`config.mk`:
```
export PLATFORM = sky130hd
export DESIGN_NAME = parking_entry_ctrl
export DESIGN_NICKNAME = d
export VERILOG_FILES = /design/src/rtl/parking_pkg.sv /design/src/rtl/sensor_debounce.sv /design/src/rtl/parking_entry_ctrl.sv
export SDC_FILE = /design/constraint.sdc
export NUM_CORES = 1
export LEC_CHECK = 0
export ABC_AREA = 0
export BUFFER_PORTS_ARGS = -buffer_cell sky130_fd_sc_hd__buf_2
export CORE_MARGIN = 10
export CORE_UTILIZATION = 40
export DETAILED_ROUTE_END_ITERATION = 8
export HOLD_SLACK_MARGIN = 0.1
export PLACE_DENSITY = 0.6
export SYNTH_ARGS = -nofsm -noshare
export SYNTH_HDL_FRONTEND = slang
export SYNTH_HIERARCHICAL = 1
export SYNTH_SLANG_ARGS = --single-unit
```
`constraint.sdc`:
```
create_clock -name clk_2Hz -period 3.8 [get_ports clk_2Hz]
set_input_delay 0.19 -clock clk_2Hz [delete_from_list [all_inputs] [get_ports clk_2Hz]]
set_output_delay 0.19 -clock clk_2Hz [all_outputs]
set_load 0.02 [all_outputs]
```
`src/rtl/parking_pkg.sv`:
```
// parking_pkg: shared definitions for the parking entry controller.
//   state_e            - entry FSM states (IDLE, GRANT, BUSY)
//   DOOR_BLINK_CYC     - door blink length in clk_2Hz cycles
//   DOOR_BUSY_CYC_DEF  - default grant lockout (latch + blink + clear)
//   DEBOUNCE_CYC_DEF   - default synchronised-high samples to qualify a sensor
//   DENY_BLINK_CYC     - deny_led toggle length after a full-lot denial
package parking_pkg;

    typedef enum logic [1:0] {
        IDLE  = 2'd0,
        GRANT = 2'd1,
        BUSY  = 2'd2
    } state_e;

    localparam int unsigned DOOR_BLINK_CYC    = 20;
    localparam int unsigned DOOR_BUSY_CYC_DEF = DOOR_BLINK_CYC + 2;
    localparam int unsigned DEBOUNCE_CYC_DEF  = 2;
    localparam int unsigned DENY_BLINK_CYC    = 4;

endpackage

```
`src/rtl/sensor_debounce.sv`:
```
// sensor_debounce: 2-flop synchroniser, saturating debounce counter and
// one-shot event generator for one raw sensor level.
//   clk_2Hz  in  system tick
//   reset    in  asynchronous, active-low
//   sensor_i in  raw sensor level
//   event_o  out one-cycle pulse when the synced level has been high for
//                DEBOUNCE_CYC consecutive samples; re-arms only after low
module sensor_debounce
    import parking_pkg::*;
#(
    parameter int unsigned DEBOUNCE_CYC = DEBOUNCE_CYC_DEF
) (
    input  logic clk_2Hz,
    input  logic reset,
    input  logic sensor_i,
    output logic event_o
);

    localparam int unsigned CW = $clog2(DEBOUNCE_CYC + 1);

    logic          sync1_q, sync2_q;
    logic [CW-1:0] cnt_q, cnt_d;
    logic          event_q, event_d;

    // Saturating at DEBOUNCE_CYC gives the one-event-per-assertion re-arm:
    // the count can only pass DEBOUNCE_CYC-1 again after clearing on low.
    always_comb begin
        cnt_d   = cnt_q;
        event_d = 1'b0;
        if (!sync2_q) begin
            cnt_d = '0;
        end else if (cnt_q != CW'(DEBOUNCE_CYC)) begin
            cnt_d   = cnt_q + 1'b1;
            event_d = (cnt_q == CW'(DEBOUNCE_CYC - 1));
        end
    end

    always_ff @(posedge clk_2Hz or negedge reset) begin
        if (!reset) begin
            sync1_q <= 1'b0;
            sync2_q <= 1'b0;
            cnt_q   <= '0;
            event_q <= 1'b0;
        end else begin
            sync1_q <= sensor_i;
            sync2_q <= sync1_q;
            cnt_q   <= cnt_d;
            event_q <= event_d;
        end
    end

    assign event_o = event_q;

endmodule

```
`src/rtl/parking_entry_ctrl.sv`:
```
// parking_entry_ctrl: entry-side gate controller. Debounces arrival/exit
// sensors, tracks occupancy against CAPACITY, issues a one-cycle open_signal
// grant and locks out further grants for DOOR_BUSY_CYC cycles.
//   clk_2Hz     in   2 Hz system clock
//   reset       in   asynchronous, active-low
//   car_arrive  in   raw entry sensor level
//   car_exit    in   raw exit sensor level
//   open_signal out  one-cycle grant pulse to the door stage
//   free_spaces out  CAPACITY minus occupancy
//   full        out  occupancy == CAPACITY
//   busy        out  high during grant and lockout
//   deny_led    out  full-lot denial blink
// Build option: define PARKING_DENY_LED_EN to enable the deny_led blink;
// otherwise deny_led is tied low.
module parking_entry_ctrl
    import parking_pkg::*;
#(
    parameter int unsigned CAPACITY      = 8,
    parameter int unsigned CNT_W         = 4,
    parameter int unsigned DEBOUNCE_CYC  = DEBOUNCE_CYC_DEF,
    parameter int unsigned DOOR_BUSY_CYC = DOOR_BUSY_CYC_DEF
) (
    input  logic             clk_2Hz,
    input  logic             reset,
    input  logic             car_arrive,
    input  logic             car_exit,
    output logic             open_signal,
    output logic [CNT_W-1:0] free_spaces,
    output logic             full,
    output logic             busy,
    output logic             deny_led
);

    localparam logic [CNT_W-1:0] CAP_V     = CNT_W'(CAPACITY);
    localparam int unsigned      BW        = $clog2(DOOR_BUSY_CYC);
    localparam logic [BW-1:0]    BUSY_LAST = BW'(DOOR_BUSY_CYC - 2);

    logic             arrive_evt, exit_evt;
    state_e           state_q;
    logic             pending_q, open_q, busy_q;
    logic [CNT_W-1:0] occ_q;
    logic [BW-1:0]    busy_cnt_q;
    logic             full_w, service, grant, exit_ok;

    sensor_debounce #(.DEBOUNCE_CYC(DEBOUNCE_CYC)) u_arrive (
        .clk_2Hz (clk_2Hz),
        .reset   (reset),
        .sensor_i(car_arrive),
        .event_o (arrive_evt)
    );

    sensor_debounce #(.DEBOUNCE_CYC(DEBOUNCE_CYC)) u_exit (
        .clk_2Hz (clk_2Hz),
        .reset   (reset),
        .sensor_i(car_exit),
        .event_o (exit_evt)
    );

    // A same-cycle arrival event counts as pending so the grant lands one
    // edge after the event rather than two.
    assign full_w  = (occ_q == CAP_V);
    assign service = (state_q == IDLE) && (pending_q || arrive_evt);
    assign grant   = service && !full_w;
    assign exit_ok = exit_evt && (occ_q != '0);

    always_ff @(posedge clk_2Hz or negedge reset) begin
        if (!reset) begin
            state_q    <= IDLE;
            pending_q  <= 1'b0;
            open_q     <= 1'b0;
            busy_q     <= 1'b0;
            occ_q      <= '0;
            busy_cnt_q <= '0;
        end else begin
            open_q <= 1'b0;
            unique case (state_q)
                IDLE: begin
                    if (grant) begin
                        state_q <= GRANT;
                        open_q  <= 1'b1;
                        busy_q  <= 1'b1;
                    end
                end
                GRANT: begin
                    state_q    <= BUSY;
                    busy_cnt_q <= '0;
                end
                BUSY: begin
                    if (busy_cnt_q == BUSY_LAST) begin
                        state_q <= IDLE;
                        busy_q  <= 1'b0;
                    end else begin
                        busy_cnt_q <= busy_cnt_q + 1'b1;
                    end
                end
                default: begin
                    state_q <= IDLE;
                    busy_q  <= 1'b0;
                end
            endcase

            pending_q <= service ? 1'b0 : (pending_q || arrive_evt);

            if (grant && !exit_ok) begin
                occ_q <= occ_q + 1'b1;
            end else if (!grant && exit_ok) begin
                occ_q <= occ_q - 1'b1;
            end
        end
    end

    assign open_signal = open_q;
    assign busy        = busy_q;
    assign full        = full_w;
    assign free_spaces = CAP_V - occ_q;

`ifdef PARKING_DENY_LED_EN
    localparam int unsigned DW = $clog2(DENY_BLINK_CYC + 1);

    logic          deny;
    logic [DW-1:0] deny_cnt_q;
    logic          deny_led_q;

    assign deny = service && full_w;

    // Denial lights the LED immediately; the remaining count toggles it so
    // the pattern is on/off/on/off, and a new denial restarts it.
    always_ff @(posedge clk_2Hz or negedge reset) begin
        if (!reset) begin
            deny_cnt_q <= '0;
            deny_led_q <= 1'b0;
        end else if (deny) begin
            deny_cnt_q <= DW'(DENY_BLINK_CYC);
            deny_led_q <= 1'b1;
        end else if (deny_cnt_q > DW'(1)) begin
            deny_cnt_q <= deny_cnt_q - 1'b1;
            deny_led_q <= ~deny_led_q;
        end else begin
            deny_cnt_q <= '0;
            deny_led_q <= 1'b0;
        end
    end

    assign deny_led = deny_led_q;
`else
    assign deny_led = 1'b0;
`endif

endmodule

```
==> results of run 1 <==
## flip-flops by register name (all words and copies together), names as in the netlist, 2 cells and up
name,count
occ_q,4
u_exit/cnt_q,2
u_arrive/cnt_q,2
busy_cnt_q,5
state_q,2
## worst paths after layout
path,start,end,slack (ns),cells past startpoint
worst max-delay path,occ_q[0]$_DFFE_PN0P_,occ_q[3]$_DFFE_PN0P_,0.87,10
worst min-delay path,reset,busy_cnt_q[3]$_DFFE_PN0P_,0.34,2
worst max register to register,occ_q[0]$_DFFE_PN0P_,occ_q[3]$_DFFE_PN0P_,0.87,10
worst min register to register,u_exit/sync1_q$_DFF_PN0_,u_exit/sync2_q$_DFF_PN0_,0.36,0
max in group asynchronous,reset,u_exit/sync2_q$_DFF_PN0_,3.08,2
min in group clk_2Hz,u_exit/sync1_q$_DFF_PN0_,u_exit/sync2_q$_DFF_PN0_,0.36,0
## cell families after synthesis
group           Yosys count  share of synthesized area, %
buf+inv                  14                          4.82
fa+ha+maj                11                          11.4
flops                    24                          47.2
simple gates             39                          18.9
mux                       3                          2.46
compound gates           16                          10.1
xor+xnor                  7                          4.82
other cells               1                         0.295
## report_power, final
group / internal (mW) / switching [mW]
clock: 0.0585 / 0.0786
combinational: 0.280 / 0.349
sequential: 0.348 / 0.102
total: 0.687 / 0.529
## placed cells by master (no fill, tap or decap), types with 2 or more instances in the layout
master and count:
dfrtp_1 24, o211ai_2 2, nand2_1 6, o211ai_1 2, buf_2 10, ha_1 10
or2_1 2, inv_1 11, o21ai_0 3, a21oi_1 2, nor2_1 3, nand2b_1 2
nor4_1 2, mux2i_1 2, nor3_1 2, nand3_1 6, dlygate4sd3_1 3, and2_1 4
xnor2_1 6, a21boi_2 2, or3_1 2, clkbuf_4 3
## stage by stage
stage	total power, mW	cell area (um2)	hold WS (ns)
6_report	1.22	1420	0.344
5_1_grt	1.34	1420	0.382
4_1_cts	1.23	1420	0.368
3_5_place_dp	1.09	1360	0.203
3_3_place_gp	1.06	1360	0.204
2_1_floorplan	0.939	1270	-0.106
## Yosys cell counts, types with 2 or more instances
cell / instances
a21boi_2: 2
a21oi_1: 2
and2_1: 4
buf_4: 2
dfrtp_1: 24
ha_1: 10
inv_1: 11
mux2i_1: 2
nand2_1: 6
nand2b_1: 2
nand3_1: 6
nor2_1: 3
nor3_1: 2
nor4_1: 2
o211ai_1: 2
o211ai_2: 2
o21ai_0: 3
or2_1: 2
or3_1: 2
xnor2_1: 6
## cell type report
| type | count | share of cell area (%) |
|---|---|---|
| timing repair buffer | 13 | 5.62 |
| inverter | 11 | 2.90 |
| sequential | 24 | 42.2 |
| clock buffer | 4 | 2.55 |
| multi-input combinational | 77 | 42.9 |
| tap | 44 | 3.87 |
## metal layers
layer / GRT usage (%) / share of wire (%) / routed length, um
met4: 1.86 / 0.39 / 8
met5: 0 / 0 / 0
met3: 2.95 / 5.7 / 118
met2: 11.4 / 43 / 889
met1: 9.89 / 51 / 1060
## worst max-delay path: stages (launching register included)
cell	delay, ns
dfrtp_1	0.51
inv_1	0.08
ha_1	0.24
and3b_4	0.22
nor4_2	0.29
ha_1	0.31
inv_1	0.13
ha_1	0.37
or4_4	0.50
o211ai_2	0.09
o211ai_2	0.08
==> flow_metrics.env, run 1 <==
export IMPL_grt_max_degree=25
export IMPL_htree_levels=1
export IMPL_start_kind="register"
export IMPL_core_um2=3050
export IMPL_synth_ff_type="dfrtp_1"
export IMPL_worstSetupPathType="reg2reg"
export IMPL_ys_ff_latch=24
export IMPL_fin_cells=173
export IMPL_ys_seq_area_share_pct=47.2
export IMPL_ys_warn_count=6
export IMPL_drv_cap=0
export IMPL_finalWeightedCongestion=0.751
export IMPL_insertion_delay_ns=0.32
export IMPL_antennaDiodeCount=0
export IMPL_cts_resized=0
export IMPL_cts_root_buf="clkbuf_4"
export IMPL_hold_buffers=3
export IMPL_cts_max_path_buffers=2
export IMPL_async_flop_share_pct=100
export IMPL_synth_top_cell_by_area="dfrtp_1"
export IMPL_period_needed_ns=2.93
export IMPL_grt_pass1_wl_um=3820
export IMPL_grt_ovfl_total=0
export IMPL_clock_sinks=24
export IMPL_slew_headroom_pct=65.4
export IMPL_cellPowerDensity_nw_per_um2=854
export IMPL_cts_tree="yes"
export IMPL_drive_gt1_share_pct=18.6
export IMPL_crit_fanout=7
export IMPL_synth_top_area_share_pct=47.2
export IMPL_syn_area_um2=1270
export IMPL_dpl_cell_count=166
export IMPL_start_util_pct=41.7
export IMPL_cts_setup_buffers=0
export IMPL_dp_hpwl_um=1550
export IMPL_setup_slack_ns=0.867
export IMPL_drc_errors=0
export IMPL_worst_pin_slew_ns=0.520
export IMPL_totalWireLength_um=2070
export IMPL_final_nets=145
export IMPL_firstDrtPassIters=4
export IMPL_final_fill_count=286
export IMPL_critPathRequiredTime_ns=4.03
export IMPL_fp_dieW_um=76.4
export IMPL_min_period_over_period_pct=77.2
export IMPL_vias=855
export IMPL_outcome="finished clean"
export IMPL_rows=20
export IMPL_setup_tns_ns=0
export IMPL_netlist_instances=115
export IMPL_final_antenna_net_count=0
export IMPL_fin_util_pct=46.6
export IMPL_synth_edf_count=0
export IMPL_rsz0062_at_grt="false"
export IMPL_synth_cell_types=40
export IMPL_clock_skew_ns=0.0215
export IMPL_end_kind="register"
export IMPL_wl_per_cell_um=12.0
export IMPL_yosys_top_cells_area="dfrtp_1 (47%), ha_1 (9.8%), xnor2_1 (4.1%), inv_1 (3.2%), nand3_1 (2.4%)"
export IMPL_hold_path_class="in2async"
export IMPL_track_usage_pct=7.58
export IMPL_portBuffers=10
export IMPL_grt_pass1_vias=851
export IMPL_dieArea_um2=5840
export IMPL_io_pins=12
export IMPL_place_ws_ns=0.906
export IMPL_critPathArrivalTime_ns=3.16
export IMPL_die_h_um=76.4
export IMPL_viasPerCell=4.94
export IMPL_synth_area_per_cell_um2=11.1
export IMPL_fmax_mhz=341
export IMPL_setup_viol_count_final=0
export IMPL_drtIter0Drc=77
export IMPL_synth_nets=130
export IMPL_finalMaxSlewViolations=0
export IMPL_vdd_drop_max_mv=0.287
export IMPL_cts_inserted_buffers=3
export IMPL_area_growth_synth_to_final_pct=11.9
export IMPL_finalHoldViolCount=0
export IMPL_p_leak_nw=0.645
export IMPL_regArea_um2=601
export IMPL_multiInputGateArea_um2=611
export IMPL_antenna_found_initial=0
export IMPL_clkTransAtPathRegs_ns=0.15
Power figures use the tool's default switching activity.
==> run 2, diff against run 1 <==
--- a/config.mk
+++ b/config.mk
@@ -5,13 +5,13 @@
 export SDC_FILE = /design/constraint.sdc
 export NUM_CORES = 1
 export LEC_CHECK = 0
-export ABC_AREA = 0
+export ABC_AREA = 1
 export BUFFER_PORTS_ARGS = -buffer_cell sky130_fd_sc_hd__buf_2
 export CORE_MARGIN = 10
 export CORE_UTILIZATION = 40
 export DETAILED_ROUTE_END_ITERATION = 8
 export HOLD_SLACK_MARGIN = 0.1
-export PLACE_DENSITY = 0.6
+export PLACE_DENSITY = 0.62
 export SYNTH_ARGS = -nofsm -noshare
 export SYNTH_HDL_FRONTEND = slang
 export SYNTH_HIERARCHICAL = 1
==> constraint.sdc (replaced) <==
create_clock -name clk_2Hz -period 2.62 [get_ports clk_2Hz]
set_input_delay 0.131 -clock clk_2Hz [delete_from_list [all_inputs] [get_ports clk_2Hz]]
set_output_delay 0.131 -clock clk_2Hz [all_outputs]
set_load 0.02 [all_outputs]
==> flow_metrics.env, run 2 <==
export IMPL_netlist_instances=133
export IMPL_holdWs_ns=0.309
export IMPL_synth_edf_count=0
export IMPL_start_util_pct=42.6
export IMPL_vias=813
export IMPL_vdd_drop_max_mv=0.396
export IMPL_cts_resized=0
export IMPL_cts_max_path_buffers=2
export IMPL_slew_headroom_pct=65.6
export IMPL_min_period_over_period_pct=87.2
export IMPL_setup_viol_count_final=0
export IMPL_grt_pass1_vias=879
export IMPL_fmax_mhz=437
export IMPL_drv_cap=0
export IMPL_final_cell_mix="nand2_1 (28), inv_1 (25), dfrtp_1 (24), nand3_1 (20)"
export IMPL_end_kind="register"
export IMPL_synth_nets=148
export IMPL_die_h_um=74.9
export IMPL_final_antenna_net_count=0
export IMPL_synth_area_per_cell_um2=9.06
export IMPL_cts_tree="yes"
export IMPL_clock_sinks=24
export IMPL_syn_area_um2=1200
export IMPL_portBuffers=10
export IMPL_worstSetupPathType="reg2reg"
export IMPL_ys_seq_area_share_pct=49.8
export IMPL_synth_top_cell_by_area="dfrtp_1"
export IMPL_finalHoldViolCount=0
export IMPL_core_um2=2830
export IMPL_dieArea_um2=5610
export IMPL_cellPowerDensity_nw_per_um2=1200
export IMPL_drtIter0Drc=60
export IMPL_area_growth_synth_to_final_pct=10.7
export IMPL_firstDrtPassIters=4
export IMPL_totalWireLength_um=1840
export IMPL_htree_levels=1
export IMPL_ys_ff_latch=24
export IMPL_dp_hpwl_um=1410
export IMPL_worst_pin_slew_ns=0.517
export IMPL_dpl_cell_count=171
export IMPL_largest_reg_flops=5
export IMPL_grt_max_degree=25
export IMPL_final_common_cell="nand2_1"
export IMPL_final_fill_count=270
export IMPL_outcome="finished clean"
export IMPL_yosys_top_cells_area="dfrtp_1 (50%), ha_1 (10%), nand2_1 (8.7%), nand3_1 (8.3%), inv_1 (7.8%)"
export IMPL_total_power_mw=1.60
export IMPL_crit_fanout=5
export IMPL_track_usage_pct=7.90
export IMPL_async_flop_share_pct=100
export IMPL_synth_top_area_share_pct=49.8
export IMPL_synth_cell_types=18
export IMPL_hold_path_class="in2async"
export IMPL_clock_skew_ns=0.00400
export IMPL_start_kind="register"
export IMPL_cts_inserted_buffers=3
export IMPL_final_nets=163
export IMPL_cts_setup_buffers=0
export IMPL_finalWeightedCongestion=0.827
export IMPL_netlist_top_cells_count="nand2_1 (28), inv_1 (25), dfrtp_1 (24)"
export IMPL_finalMaxSlewViolations=0
export IMPL_fin_cells=178
export IMPL_period_needed_ns=2.29
export IMPL_clkTransAtPathRegs_ns=0.13
export IMPL_grt_ovfl_total=0
export IMPL_drc_errors=0
export IMPL_critPathRequiredTime_ns=2.84
export IMPL_p_leak_nw=0.740
export IMPL_rows=19
export IMPL_fp_dieW_um=74.9
export IMPL_wl_per_cell_um=10.3
export IMPL_antenna_found_initial=0
export IMPL_top_register="busy_cnt_q"
export IMPL_grt_pass1_wl_um=3550
export IMPL_antennaDiodeCount=0
export IMPL_synth_ff_type="dfrtp_1"
export IMPL_ys_warn_count=6
export IMPL_reg_top3="busy_cnt_q: 5 flops, occ_q: 4 flops"
export IMPL_io_pins=12
export IMPL_setup_tns_ns=0
export IMPL_cts_root_buf="clkbuf_4"
export IMPL_rsz0062_at_grt="false"
export IMPL_critPathArrivalTime_ns=2.50
export IMPL_yosysMostFrequentCell="nand2_1"
export IMPL_viasPerCell=4.57
export IMPL_insertion_delay_ns=0.31
export IMPL_drive_gt1_share_pct=10.9
[run 2: path summary, 6_finish.rpt]
check | startpoint | end | slack [ns] | cells past startpoint
worst max-delay path | occ_q[0]$_DFFE_PN0P_ | occ_q[3]$_DFFE_PN0P_ | 0.33 | 13
worst min-delay path | reset | u_exit/cnt_q[1]$_DFFE_PN0P_ | 0.31 | 2
worst max register to register | occ_q[0]$_DFFE_PN0P_ | occ_q[3]$_DFFE_PN0P_ | 0.33 | 13
worst min register to register | u_exit/sync1_q$_DFF_PN0_ | u_exit/sync2_q$_DFF_PN0_ | 0.37 | 0
max in group asynchronous | reset | busy_cnt_q[2]$_DFFE_PN0P_ | 1.96 | 2
min in group clk_2Hz | u_exit/sync1_q$_DFF_PN0_ | u_exit/sync2_q$_DFF_PN0_ | 0.37 | 0
[run 2: timing repair]
item | 4_1_cts | 5_1_grt
endpoints found under the hold margin | 26 | 0
setup endpoints to repair | 0 | 0
hold buffers | 3 | 0
[run 2: layout make-up]
class                   count  area, um2  area share [%]
clock buffers               4       36.3            2.72
multi-input cells          81        484            36.3
well taps                  31       38.8            2.91
flip-flops and latches     24        601            45.0
inverters                  25       93.8            7.04
repair buffers             13       80.1            6.00
[run 2: routing by layer]
layer | share of wire [%] | track usage, % | wire [um] | vias to the layer above
li1 | - | - | - | 441
met1 | 50 | 9.07 | 917 | 363
met2 | 45 | 13.5 | 823 | 7
met3 | 4.3 | 2.23 | 79 | 2
met4 | 0.76 | 3.15 | 14 | 0
met5 | 0 | 0 | 0 | -
[run 2: critical path: stages, from the launching register on]
cell     delay [ns]
dfrtp_1        0.47
inv_1          0.10
ha_1           0.20
nand3_1        0.11
nand2_1        0.15
inv_1          0.06
ha_1           0.20
inv_1          0.12
ha_1           0.26
or2_2          0.29
nand3_1        0.09
nand2_1        0.05
nand2_1        0.05
nand2_1        0.04
[run 2: cell families (layout without fill, tap and decap cells)]
family / Yosys count / in the layout / synth area share [%]
simple gates: 56 / 56 / 20.2
buf+inv: 28 / 42 / 9.97
flops: 24 / 24 / 49.8
fa+ha+maj: 11 / 11 / 12.0
xor+xnor: 7 / 7 / 5.09
compound gates: 6 / 6 / 2.49
other cells: 1 / 1 / 0.311
[run 2: report_power, final]
group	internal [mW]	switching, mW	leakage (nW)
combinational	0.312	0.481	0.414
clock	0.0848	0.109	0.0210
sequential	0.498	0.113	0.305
total	0.895	0.703	0.740
[run 2: metrics by stage]
step / util [%] / setup slack [ns] / area, um2
floorplan: - / 0.509 / 1200
global placement: 44.8 / 0.427 / 1270
detailed placement: 44.8 / 0.334 / 1270
CTS: 47.1 / 0.312 / 1330
global route: 47.1 / 0.0825 / 1330
finish: 47.1 / 0.334 / 1330
